$ cat config.mk
export PLATFORM = sky130hd
export DESIGN_NAME = prog_loader
export DESIGN_NICKNAME = d
export VERILOG_FILES = /design/src/rtl/hrm_pkg.sv /design/src/rtl/hex_nibble.sv /design/src/rtl/prog_loader.sv
export SDC_FILE = /design/constraint.sdc
export NUM_CORES = 1
export LEC_CHECK = 0
export CORE_UTILIZATION = 51
export CTS_BUF_LIST = sky130_fd_sc_hd__clkbuf_8
export CTS_CLUSTER_SIZE = 8
export DETAILED_ROUTE_END_ITERATION = 7
export GPL_TIMING_DRIVEN = 1
export PLACE_DENSITY_LB_ADDON = 0.3
export SYNTH_ARGS = -nofsm -noshare
export SYNTH_HDL_FRONTEND = slang
export SYNTH_HIERARCHICAL = 1
export SYNTH_SLANG_ARGS = --single-unit
$ cat constraint.sdc
create_clock -name clk -period 5.1 [get_ports clk]
set_input_delay 0.51 -clock clk [delete_from_list [all_inputs] [get_ports clk]]
set_output_delay 0.51 -clock clk [all_outputs]
set_load 0.005 [all_outputs]
$ cat src/rtl/hrm_pkg.sv
// ============================================================================
// Module      : hrm_pkg
// Description : Shared definitions for the HRM CPU program loader: loader
//               state encoding and the ASCII control characters it parses.
// Revision    : 1.0 - initial release
// ============================================================================
`default_nettype none

package hrm_pkg;

    typedef enum logic [2:0] {
        IDLE   = 3'd0,
        HI     = 3'd1,
        LO     = 3'd2,
        CHK_HI = 3'd3,
        CHK_LO = 3'd4
    } prog_loader_state_t;

    localparam logic [7:0] CH_L   = 8'h4C;
    localparam logic [7:0] CH_G   = 8'h47;
    localparam logic [7:0] CH_SP  = 8'h20;
    localparam logic [7:0] CH_CR  = 8'h0D;
    localparam logic [7:0] CH_LF  = 8'h0A;
    localparam logic [7:0] CH_TAB = 8'h09;

    // Whitespace that may separate byte pairs in the load stream
    function automatic logic is_space(input logic [7:0] ch);
        return (ch == CH_SP) || (ch == CH_CR) || (ch == CH_LF) || (ch == CH_TAB);
    endfunction

endpackage

`default_nettype wire

$ cat src/rtl/hex_nibble.sv
// ============================================================================
// Module      : hex_nibble
// Description : Combinational ASCII-to-nibble decoder. Accepts 0-9, A-F and
//               a-f; valid is low for any other character.
// Revision    : 1.0 - initial release
// ============================================================================
`default_nettype none

module hex_nibble (
    input  logic [7:0] ch,
    output logic [3:0] nibble,
    output logic       valid
);

    // Decode the character; letters share low-nibble layout so add 9
    always_comb begin
        nibble = 4'h0;
        valid  = 1'b0;
        if ((ch >= 8'h30) && (ch <= 8'h39)) begin
            nibble = ch[3:0];
            valid  = 1'b1;
        end else if (((ch >= 8'h41) && (ch <= 8'h46)) ||
                     ((ch >= 8'h61) && (ch <= 8'h66))) begin
            nibble = ch[3:0] + 4'd9;
            valid  = 1'b1;
        end
    end

endmodule

`default_nettype wire

$ cat src/rtl/prog_loader.sv
// ============================================================================
// Module      : prog_loader
// Description : Serial program loader for the HRM CPU. Parses an ASCII-hex
//               stream ("L" start, hex byte pairs, "G" end) and writes the
//               bytes sequentially into program memory while holding the
//               CPU in reset. Define PROG_LOADER_CHKSUM_EN to require a
//               two-digit mod-256 checksum after "G".
// Revision    : 1.0 - initial release
// ============================================================================
`default_nettype none

module prog_loader
    import hrm_pkg::*;
#(
    parameter int addr_width = 8
) (
    input  logic                  clk,
    input  logic                  rst_n,
    input  logic [7:0]            rx_data,
    input  logic                  rx_valid,
    output logic [7:0]            prog_din,
    output logic [addr_width-1:0] prog_addr,
    output logic                  prog_we,
    output logic                  cpu_hold,
    output logic                  load_done,
    output logic                  load_err,
    output logic [addr_width:0]   byte_count
);

    // Count value meaning the memory is completely filled
    localparam logic [addr_width:0]   COUNT_FULL = {1'b1, {addr_width{1'b0}}};
    localparam logic [addr_width:0]   COUNT_ONE  = (addr_width+1)'(1);
    localparam logic [addr_width-1:0] ADDR_ONE   = addr_width'(1);

    prog_loader_state_t state;
    logic [3:0]         hi_nib;
    logic [3:0]         nibble;
    logic               hex_valid;
`ifdef PROG_LOADER_CHKSUM_EN
    logic [7:0]         chksum;
    logic [3:0]         chk_hi;
`endif

    hex_nibble u_hex_nibble (
        .ch     (rx_data),
        .nibble (nibble),
        .valid  (hex_valid)
    );

    // Loader FSM with registered memory-port and status outputs
    always_ff @(posedge clk or negedge rst_n) begin
        if (!rst_n) begin
            state      <= IDLE;
            hi_nib     <= 4'h0;
            prog_din   <= 8'h00;
            prog_addr  <= '0;
            prog_we    <= 1'b0;
            cpu_hold   <= 1'b0;
            load_done  <= 1'b0;
            load_err   <= 1'b0;
            byte_count <= '0;
`ifdef PROG_LOADER_CHKSUM_EN
            chksum     <= 8'h00;
            chk_hi     <= 4'h0;
`endif
        end else begin
            prog_we   <= 1'b0;
            load_done <= 1'b0;

            // Address advances the cycle after the strobe; it parks on the
            // last location once the memory is full rather than wrapping.
            if (prog_we && (byte_count != COUNT_FULL)) begin
                prog_addr <= prog_addr + ADDR_ONE;
            end

            if (rx_valid) begin
                if ((rx_data == CH_L) &&
                    ((state == IDLE) || (state == HI) || (state == LO))) begin
                    // Start (or restart) a load; overrides any pending increment
                    prog_addr  <= '0;
                    byte_count <= '0;
                    load_err   <= 1'b0;
                    cpu_hold   <= 1'b1;
                    state      <= HI;
`ifdef PROG_LOADER_CHKSUM_EN
                    chksum     <= 8'h00;
`endif
                end else begin
                    case (state)
                        HI: begin
                            if (hex_valid) begin
                                hi_nib <= nibble;
                                state  <= LO;
                            end else if (rx_data == CH_G) begin
`ifdef PROG_LOADER_CHKSUM_EN
                                state     <= CHK_HI;
`else
                                load_done <= 1'b1;
                                cpu_hold  <= 1'b0;
                                state     <= IDLE;
`endif
                            end else if (!is_space(rx_data)) begin
                                load_err <= 1'b1;
                                cpu_hold <= 1'b0;
                                state    <= IDLE;
                            end
                        end
                        LO: begin
                            if (hex_valid && (byte_count != COUNT_FULL)) begin
                                prog_din   <= {hi_nib, nibble};
                                prog_we    <= 1'b1;
                                byte_count <= byte_count + COUNT_ONE;
                                state      <= HI;
`ifdef PROG_LOADER_CHKSUM_EN
                                chksum     <= chksum + {hi_nib, nibble};
`endif
                            end else begin
                                // Bad character or memory already full
                                load_err <= 1'b1;
                                cpu_hold <= 1'b0;
                                state    <= IDLE;
                            end
                        end
`ifdef PROG_LOADER_CHKSUM_EN
                        CHK_HI: begin
                            if (hex_valid) begin
                                chk_hi <= nibble;
                                state  <= CHK_LO;
                            end else begin
                                load_err <= 1'b1;
                                cpu_hold <= 1'b0;
                                state    <= IDLE;
                            end
                        end
                        CHK_LO: begin
                            if (hex_valid && ({chk_hi, nibble} == chksum)) begin
                                load_done <= 1'b1;
                            end else begin
                                load_err  <= 1'b1;
                            end
                            cpu_hold <= 1'b0;
                            state    <= IDLE;
                        end
`endif
                        default: begin
                            // IDLE ignores everything except the start character
                            state <= state;
                        end
                    endcase
                end
            end
        end
    end

endmodule

`default_nettype wire

==> impl_metrics.xml, run 1 <==
<?xml version="1.0" encoding="UTF-8"?>
<metrics>
  <group name="sta">
    <metric name="final_layout_setup_total_negative_slack" unit="ns">0</metric>
    <metric name="timing.final.max_slew_violations" unit="">0</metric>
    <metric name="timing.fmax" unit="MHz">317</metric>
    <metric name="unrepaired_setup_endpoints_after_global_routing" unit="">false</metric>
    <metric name="max_slew_margin" unit="%">50.1</metric>
    <metric name="final.period_utilization" unit="%">61.9</metric>
    <metric name="holdWs" unit="ns">0.508</metric>
    <metric name="timing.clock.skew" unit="ns">0.00915</metric>
    <metric name="max_slew.worst_pin.slew" unit="ns">0.746</metric>
    <metric name="finalCriticalPeriod" unit="ns">3.16</metric>
    <metric name="timing.final.setup_violations" unit="">0</metric>
    <metric name="timing.final.hold_violations" unit="">0</metric>
  </group>
  <group name="clock_network">
    <metric name="cts_num_sinks" unit="">35</metric>
    <metric name="cts_hold_buffers" unit="">0</metric>
    <metric name="clock_tree.htree_level_count" unit="">2</metric>
    <metric name="clkTransAtPathRegs" unit="ns">0.08</metric>
    <metric name="cts_resized" unit="">0</metric>
    <metric name="clk_latency" unit="ns">0.30</metric>
    <metric name="cts_tree" unit="">built</metric>
    <metric name="cts_max_path_buffers" unit="">2</metric>
    <metric name="root_buffer" unit="">clkbuf_8</metric>
    <metric name="cts.repair_timing.setup_buffer_count" unit="">0</metric>
    <metric name="tritoncts.num_buffers" unit="">5</metric>
  </group>
  <group name="logic_synthesis">
    <metric name="synth_warnings" unit="">6</metric>
    <metric name="ys_ff_latch" unit="">35</metric>
    <metric name="netlist_area" unit="mm^2">0.00197</metric>
    <metric name="post_synth_most_frequent_cells" unit="">35 x dfrtp_1, 14 x nor2_1, 13 x inv_1, 13 x mux2_2, 11 x nand2_1</metric>
    <metric name="post-synth-top-area-fraction" unit="%">44.5</metric>
    <metric name="synth.top_cells.by_area" unit="">dfrtp_1 44%, mux2_2 7.4%, ha_1 5.7%, nor2_1 2.7%, inv_1 2.5%</metric>
    <metric name="yosysSeqAreaShare" unit="%">44.5</metric>
    <metric name="yosysTopAreaCell" unit="">dfrtp_1</metric>
    <metric name="syn-num-nets" unit="">211</metric>
    <metric name="synth-async-reset-ratio" unit="%">100</metric>
    <metric name="number_of_unique_standard_cell_types_used_by_synthesis" unit="">49</metric>
    <metric name="ys.flop_type" unit="">dfrtp_1</metric>
    <metric name="synth_enable_flop_cells" unit="">0</metric>
    <metric name="synth_cells" unit="">191</metric>
    <metric name="synth.most_common_cell" unit="">dfrtp_1</metric>
    <metric name="synth_area_per_cell" unit="um^2">10.3</metric>
  </group>
  <group name="setup_path">
    <metric name="path_cells" unit="">clkdlybuf4s50_1 -&gt; inv_1 -&gt; ha_1 -&gt; nand2b_1 -&gt; o211ai_1 -&gt; nand2_1 -&gt; inv_1 -&gt; a21o_1 -&gt; a211o_1 -&gt; or4_1 -&gt; a21oi_1</metric>
    <metric name="rr_worst_depth" unit="">5</metric>
    <metric name="crit-reg2reg-capture" unit="">byte_count[7]$_DFFE_PN0P_</metric>
    <metric name="reg2reg_slack" unit="ns">2.71</metric>
    <metric name="timing.critical_path.to_type" unit="">flop</metric>
    <metric name="cp_common_cell" unit="">inv_1</metric>
    <metric name="r2r-start" unit="">state[0]$_DFFE_PN0P_</metric>
    <metric name="cp_num_buf_inv" unit="">3</metric>
    <metric name="worst_setup_path_start_kind" unit="">primary input</metric>
    <metric name="crit_path_top_delay_cell" unit="">clkdlybuf4s50_1</metric>
    <metric name="worstPathArrival" unit="ns">3.38</metric>
    <metric name="critical_path_class" unit="">primary input to flop</metric>
    <metric name="cp_top_delay_family" unit="">compound AO/OA/AOI/OAI gates</metric>
    <metric name="crit_path_max_incr_delay" unit="ns">0.64</metric>
    <metric name="critical_path_required" unit="ns">5.33</metric>
    <metric name="timing.critical_path.fanout_max" unit="">16</metric>
  </group>
  <group name="placed_design">
    <metric name="dp_hpwl" unit="um">2900</metric>
    <metric name="placement.cell_area" unit="mm^2">0.00240</metric>
    <metric name="place_congestion" unit="">0.835</metric>
    <metric name="io_buffer_count" unit="">39</metric>
    <metric name="place_inst" unit="">274</metric>
  </group>
  <group name="routing">
    <metric name="detailed_route_wire_length" unit="um">4030</metric>
    <metric name="routed-via-count" unit="">1591</metric>
    <metric name="ant_nets" unit="">0</metric>
    <metric name="drt_pass1_iterations" unit="">4</metric>
    <metric name="avgViaCountPerCell" unit="">5.64</metric>
    <metric name="drc_errors" unit="">0</metric>
    <metric name="detail_route.wl_per_cell" unit="um">14.3</metric>
    <metric name="drt_first_iter_violations" unit="">93</metric>
  </group>
  <group name="cells_and_area">
    <metric name="final_net_count" unit="">253</metric>
    <metric name="number_of_standard_cells_in_the_final_layout_excluding_fillers" unit="">282</metric>
    <metric name="post_route_cells_drive_above_1_share" unit="%">11.1</metric>
    <metric name="final_core_util" unit="%">68.1</metric>
    <metric name="fillCellCount" unit="">301</metric>
    <metric name="post-route-cell-area" unit="mm^2">0.00251</metric>
    <metric name="flow.area_growth_from_synthesis" unit="%">27.6</metric>
    <metric name="antenna-diode-count" unit="">0</metric>
  </group>
  <group name="pwr">
    <metric name="ir_worst_vdd" unit="mV">0.207</metric>
    <metric name="power_density" unit="mW/mm^2">320</metric>
    <metric name="leakage" unit="nW">1.03</metric>
  </group>
  <group name="floorplan">
    <metric name="core_region_area" unit="mm^2">0.00369</metric>
    <metric name="dieHeight" unit="um">64.1</metric>
    <metric name="dieArea" unit="mm^2">0.00411</metric>
    <metric name="fp-row-count" unit="">22</metric>
    <metric name="design.portCount" unit="">40</metric>
    <metric name="die-width" unit="um">64.1</metric>
    <metric name="floorplan.initialDensity" unit="%">53.4</metric>
  </group>
  <group name="global_route">
    <metric name="global_route.overflow_total" unit="">0</metric>
    <metric name="global_route_wire_length_before_repair" unit="um">7110</metric>
    <metric name="antenna_found_initial" unit="">0</metric>
    <metric name="vias_in_the_first_global_route" unit="">1570</metric>
    <metric name="globalRouteTotalUtil" unit="%">22.5</metric>
    <metric name="grt_max_degree" unit="">36</metric>
  </group>
  <group name="hold_path">
    <metric name="min_delay_worst_endpoint" unit="">cpu_hold$_DFFE_PN0P_</metric>
    <metric name="hold_path_startpoint" unit="">cpu_hold$_DFFE_PN0P_</metric>
    <metric name="min_delay_path_depth" unit="">1</metric>
    <metric name="worst_hold_path_type" unit="">flop to flop</metric>
  </group>
  <group name="status">
    <metric name="outcome" unit="">complete, no violations</metric>
  </group>
  <group name="job">
    <metric name="drv_cap" unit="">0</metric>
  </group>
</metrics>
[cell type report]
class | instances | area, um^2 | share of cell area, %
clock buffer | 5 | 68.8 | 2.74
clock inverter | 3 | 43.8 | 1.74
inverter | 13 | 48.8 | 1.94
multi-input combinational | 138 | 1020 | 40.5
sequential | 35 | 876 | 34.8
tap | 48 | 60.1 | 2.39
timing repair buffer | 40 | 398 | 15.8
[power breakdown]
group / internal, mW / total (mW) / switching, mW
combinational: 0.116 / 0.194 / 0.0786
sequential: 0.316 / 0.360 / 0.0439
clock: 0.145 / 0.250 / 0.105
total: 0.577 / 0.805 / 0.227
[routing by layer]
layer / share of wire, % / vias up / GRT usage [%]
met5: 0 / - / 0
met4: 0.72 / 0 / 6.67
met3: 4.4 / 4 / 6.43
met2: 49 / 41 / 38.0
met1: 46 / 768 / 27.8
li1: - / 778 / -
[worst max path at each step]
stage,slack [ns],end,from,cells after the start
6_report,1.94,byte_count[7]$_DFFE_PN0P_,rx_data[0],11
3_3_place_gp,1.69,byte_count[5]$_DFFE_PN0P_,rx_data[0],11
3_5_place_dp,1.65,byte_count[7]$_DFFE_PN0P_,rx_data[0],11
2_1_floorplan,2.60,byte_count[5]$_DFFE_PN0P_,rx_data[0],6
5_1_grt,1.70,byte_count[7]$_DFFE_PN0P_,rx_data[0],11
4_1_cts,1.96,byte_count[7]$_DFFE_PN0P_,rx_data[0],11
[placed cells by master (no fill, tap or decap), types with 6 or more instances in the layout]
master and n:
nor2_1 14, dfrtp_1 35, ha_1 9, mux2_2 13
clkdlybuf4s50_1 39, nand2_1 11, or3_1 6, nand3_1 7
o21ai_0 9, inv_1 13, a21oi_1 9
[cell families after synthesis]
logic type | count (synthesis) | share of synthesized area, %
AND/OR/NAND/NOR | 69 | 21.8
AO/OA/AOI/OAI | 37 | 12.2
flip-flops | 35 | 44.5
buffers and inverters | 18 | 3.81
multiplexers | 15 | 8.45
adder cells (fa/ha/maj) | 9 | 5.72
XOR/XNOR | 8 | 3.56
[worst reg2reg max path, cell delays in order, from the launching register on]
cell and delay (ns):
dfrtp_1 0.43, ha_1 0.21, or3_1 0.51, a211o_1 0.47, or4_1 0.54, a21oi_1 0.15
[state kept, by name, summed over array words and instances (netlist names)]
name / cells
load_done: 1
cpu_hold: 1
hi_nib: 4
prog_we: 1
prog_din: 8
state: 2
load_err: 1
byte_count: 9
prog_addr: 8
[stage by stage]
| step | setup slack (ns) | power (mW) |
|---|---|---|
| 6_report | 1.94 | 0.805 |
| 5_1_grt | 1.70 | 0.851 |
| 3_5_place_dp | 1.65 | 0.559 |
| 4_1_cts | 1.96 | 0.812 |
| 2_1_floorplan | 2.60 | 0.444 |
| 3_3_place_gp | 1.69 | 0.554 |
(Power assumes the default switching activity.)
==> run 2: changes to the inputs <==
--- a/config.mk
+++ b/config.mk
@@ -5,7 +5,7 @@
 export SDC_FILE = /design/constraint.sdc
 export NUM_CORES = 1
 export LEC_CHECK = 0
-export CORE_UTILIZATION = 51
+export CORE_UTILIZATION = 48
 export CTS_BUF_LIST = sky130_fd_sc_hd__clkbuf_8
 export CTS_CLUSTER_SIZE = 8
 export DETAILED_ROUTE_END_ITERATION = 7
==> constraint.sdc (replaced) <==
create_clock -name clk -period 2.6 [get_ports clk]
set_input_delay 0.26 -clock clk [delete_from_list [all_inputs] [get_ports clk]]
set_output_delay 0.26 -clock clk [all_outputs]
set_load 0.005 [all_outputs]
==> run 2 against run 1 <==
Compared with the run above: wire length grew 11%; count of clock-buffer cells in the layout is the same; sequential cell count is the same; sequential power grew 95%; die area grew 6.1%; critical path depth shrank 5; via count grew 6.7%; clock skew shrank 0.0015 ns; critical endpoint unchanged; highest routed layer unchanged.
==> impl_metrics.xml, run 2 (same netlist as run 1, synthesis figures left out) <==
<?xml version="1.0" encoding="UTF-8"?>
<metrics>
  <group name="routing">
    <metric name="ant_nets" unit="">0</metric>
    <metric name="detailed_route_wire_length" unit="um">4450</metric>
    <metric name="routed-via-count" unit="">1697</metric>
    <metric name="detail_route.wl_per_cell" unit="um">14.4</metric>
    <metric name="drc_errors" unit="">0</metric>
    <metric name="drt_first_iter_violations" unit="">97</metric>
    <metric name="avgViaCountPerCell" unit="">5.49</metric>
    <metric name="drt_pass1_iterations" unit="">4</metric>
  </group>
  <group name="clock_network">
    <metric name="cts.repair_timing.setup_buffer_count" unit="">0</metric>
    <metric name="clk_latency" unit="ns">0.28</metric>
    <metric name="root_buffer" unit="">clkbuf_8</metric>
    <metric name="tritoncts.num_buffers" unit="">5</metric>
    <metric name="clock_tree.htree_level_count" unit="">2</metric>
    <metric name="cts_hold_buffers" unit="">0</metric>
    <metric name="clkTransAtPathRegs" unit="ns">0.07</metric>
    <metric name="cts_tree" unit="">built</metric>
    <metric name="cts_num_sinks" unit="">35</metric>
    <metric name="cts_max_path_buffers" unit="">2</metric>
    <metric name="cts_resized" unit="">1</metric>
  </group>
  <group name="cells_and_area">
    <metric name="flow.area_growth_from_synthesis" unit="%">36.7</metric>
    <metric name="regMostFlops" unit="">byte_count</metric>
    <metric name="number_of_standard_cells_in_the_final_layout_excluding_fillers" unit="">309</metric>
    <metric name="largest_register_ff_count" unit="">9</metric>
    <metric name="final_net_count" unit="">280</metric>
    <metric name="post_route_cells_drive_above_1_share" unit="%">19.9</metric>
    <metric name="leading_cell_type_in_the_layout_fill_and_taps_excluded" unit="">clkdlybuf4s50_1</metric>
    <metric name="antenna-diode-count" unit="">0</metric>
    <metric name="multiInputGateArea" unit="mm^2">0.00102</metric>
    <metric name="largest_registers" unit="">byte_count: 9 flops, prog_addr: 8 flops, prog_din: 8 flops</metric>
    <metric name="fillCellCount" unit="">307</metric>
    <metric name="final-seq-area" unit="um^2">876</metric>
    <metric name="most_used_cells_in_the_layout_excluding_fill_and_tap_cells" unit="">37 x clkdlybuf4s50_1, 35 x dfrtp_1, 28 x buf_4</metric>
  </group>
  <group name="setup_path">
    <metric name="r2r-start" unit="">byte_count[0]$_DFFE_PN0P_</metric>
    <metric name="worst_setup_path_start_kind" unit="">primary input</metric>
    <metric name="critical_path_class" unit="">primary input to flop</metric>
    <metric name="timing.critical_path.to_type" unit="">flop</metric>
    <metric name="cp_top_delay_family" unit="">simple AND/OR/NAND/NOR gates</metric>
    <metric name="timing.critical_path.fanout_max" unit="">6</metric>
    <metric name="rr_worst_depth" unit="">8</metric>
    <metric name="worstPathArrival" unit="ns">2.70</metric>
    <metric name="critical_path_required" unit="ns">2.81</metric>
    <metric name="reg2reg_slack" unit="ns">0.31</metric>
    <metric name="crit_cells" unit="">6</metric>
    <metric name="crit_path_top_delay_cell" unit="">clkdlybuf4s50_1</metric>
    <metric name="crit_path_max_incr_delay" unit="ns">0.54</metric>
    <metric name="setup.worst_path.start" unit="">rx_data[3]</metric>
    <metric name="cp_num_buf_inv" unit="">1</metric>
    <metric name="path_cells" unit="">clkdlybuf4s50_1 -&gt; or4b_1 -&gt; or3_1 -&gt; a211o_1 -&gt; or4_1 -&gt; a21oi_1</metric>
  </group>
  <group name="floorplan">
    <metric name="floorplan.initialDensity" unit="%">51.8</metric>
    <metric name="dieArea" unit="mm^2">0.00436</metric>
    <metric name="dieHeight" unit="um">66.1</metric>
    <metric name="fp-row-count" unit="">22</metric>
    <metric name="die-width" unit="um">66.1</metric>
    <metric name="design.portCount" unit="">40</metric>
    <metric name="core_region_area" unit="mm^2">0.00380</metric>
  </group>
  <group name="global_route">
    <metric name="grt_max_degree" unit="">36</metric>
    <metric name="grt_use_met1" unit="%">28.8</metric>
    <metric name="globalRouteTotalUtil" unit="%">22.6</metric>
    <metric name="antenna_found_initial" unit="">0</metric>
    <metric name="global_route_wire_length_before_repair" unit="um">7390</metric>
    <metric name="vias_in_the_first_global_route" unit="">1597</metric>
    <metric name="groute.layer.met2.usage" unit="%">38.9</metric>
    <metric name="global_route.overflow_total" unit="">0</metric>
    <metric name="busiest_layer" unit="">met2</metric>
    <metric name="gr-usage-met3" unit="%">4.31</metric>
  </group>
  <group name="placed_design">
    <metric name="place_inst" unit="">301</metric>
    <metric name="io_buffer_count" unit="">39</metric>
    <metric name="place_congestion" unit="">0.864</metric>
    <metric name="dp_hpwl" unit="um">3370</metric>
  </group>
  <group name="pwr">
    <metric name="leakage" unit="nW">1.15</metric>
    <metric name="ir_worst_vdd" unit="mV">0.381</metric>
    <metric name="power_density" unit="mW/mm^2">551</metric>
    <metric name="sw_frac_of_total" unit="%">29.5</metric>
    <metric name="p_seq_share" unit="%">47.5</metric>
    <metric name="internal-power" unit="mW">1.04</metric>
    <metric name="p_switching" unit="uW">437</metric>
    <metric name="share_clk_of_total_power" unit="%">25.4</metric>
    <metric name="power.combinational.fraction" unit="%">27.1</metric>
  </group>
  <group name="hold_path">
    <metric name="worst_hold_path_type" unit="">primary input to async pin</metric>
  </group>
  <group name="sta">
    <metric name="timing.fmax" unit="MHz">401</metric>
    <metric name="max_slew.worst_pin.slew" unit="ns">0.658</metric>
    <metric name="timing.final.setup_violations" unit="">0</metric>
    <metric name="max_slew_margin" unit="%">55.7</metric>
    <metric name="timing.final.hold_violations" unit="">0</metric>
    <metric name="timing.final.max_slew_violations" unit="">0</metric>
    <metric name="unrepaired_setup_endpoints_after_global_routing" unit="">false</metric>
    <metric name="timing.clock.skew" unit="ns">0.00767</metric>
    <metric name="finalCriticalPeriod" unit="ns">2.49</metric>
    <metric name="final.period_utilization" unit="%">95.9</metric>
    <metric name="holdWs" unit="ns">0.381</metric>
  </group>
  <group name="status">
    <metric name="outcome" unit="">complete, no violations</metric>
  </group>
  <group name="job">
    <metric name="drv_cap" unit="">0</metric>
  </group>
</metrics>
-- run 2: final timing paths --
path                                        endpoint
max                        byte_count[7]$_DFFE_PN0P_
min                        byte_count[0]$_DFFE_PN0P_
max reg2reg                byte_count[7]$_DFFE_PN0P_
min reg2reg                     cpu_hold$_DFFE_PN0P_
max in group asynchronous     prog_addr[6]$_DFF_PN0_
min in group clk                cpu_hold$_DFFE_PN0P_
-- run 2: power by group through the flow --
stage               Sequential [mW]  Clock, mW  Combinational, mW
global placement              0.713          0              0.396
global route                  0.715      0.402              0.457
detailed placement            0.714          0              0.403
CTS                           0.704      0.385              0.406
finish                        0.703      0.376              0.402
floorplan                     0.706          0              0.166
-- run 2: layout make-up --
cell class	instances	share of cell area [%]
multi-input cells	138	37.9
flip-flops and latches	35	32.5
repair buffers	67	22.4
clock buffers	5	2.56
well taps	48	2.23
inverters	13	1.81
clock inverters	3	0.604
-- run 2: layer usage --
| metal | wire [um] | part of all wire [%] |
|---|---|---|
| met4 | 36 | 0.81 |
| met2 | 2240 | 50 |
| met1 | 1980 | 44 |
| met5 | 0 | 0 |
| met3 | 194 | 4.4 |
-- run 2: per-stage QoR --
step	instance area (um^2)	setup slack, ns	utilization [%]	setup TNS, ns	total power [mW]
2_1_floorplan	1970	0.348	-	0	0.872
3_3_place_gp	2600	-0.198	68.5	-2.51	1.11
3_5_place_dp	2600	-0.308	68.5	-3.38	1.12
4_1_cts	2690	0.0565	70.8	0	1.49
5_1_grt	2690	0.00670	70.8	0	1.57
6_report	2690	0.106	70.8	0	1.48
-- run 2: worst register-to-register path, delay by kind of cell, from the launching register on --
kind / cells / cell delay, ns
compound gates: 3 / 0.70
fa+ha+maj: 1 / 0.20
buf+inv: 2 / 0.23
flops: 1 / 0.44
simple gates: 2 / 0.66
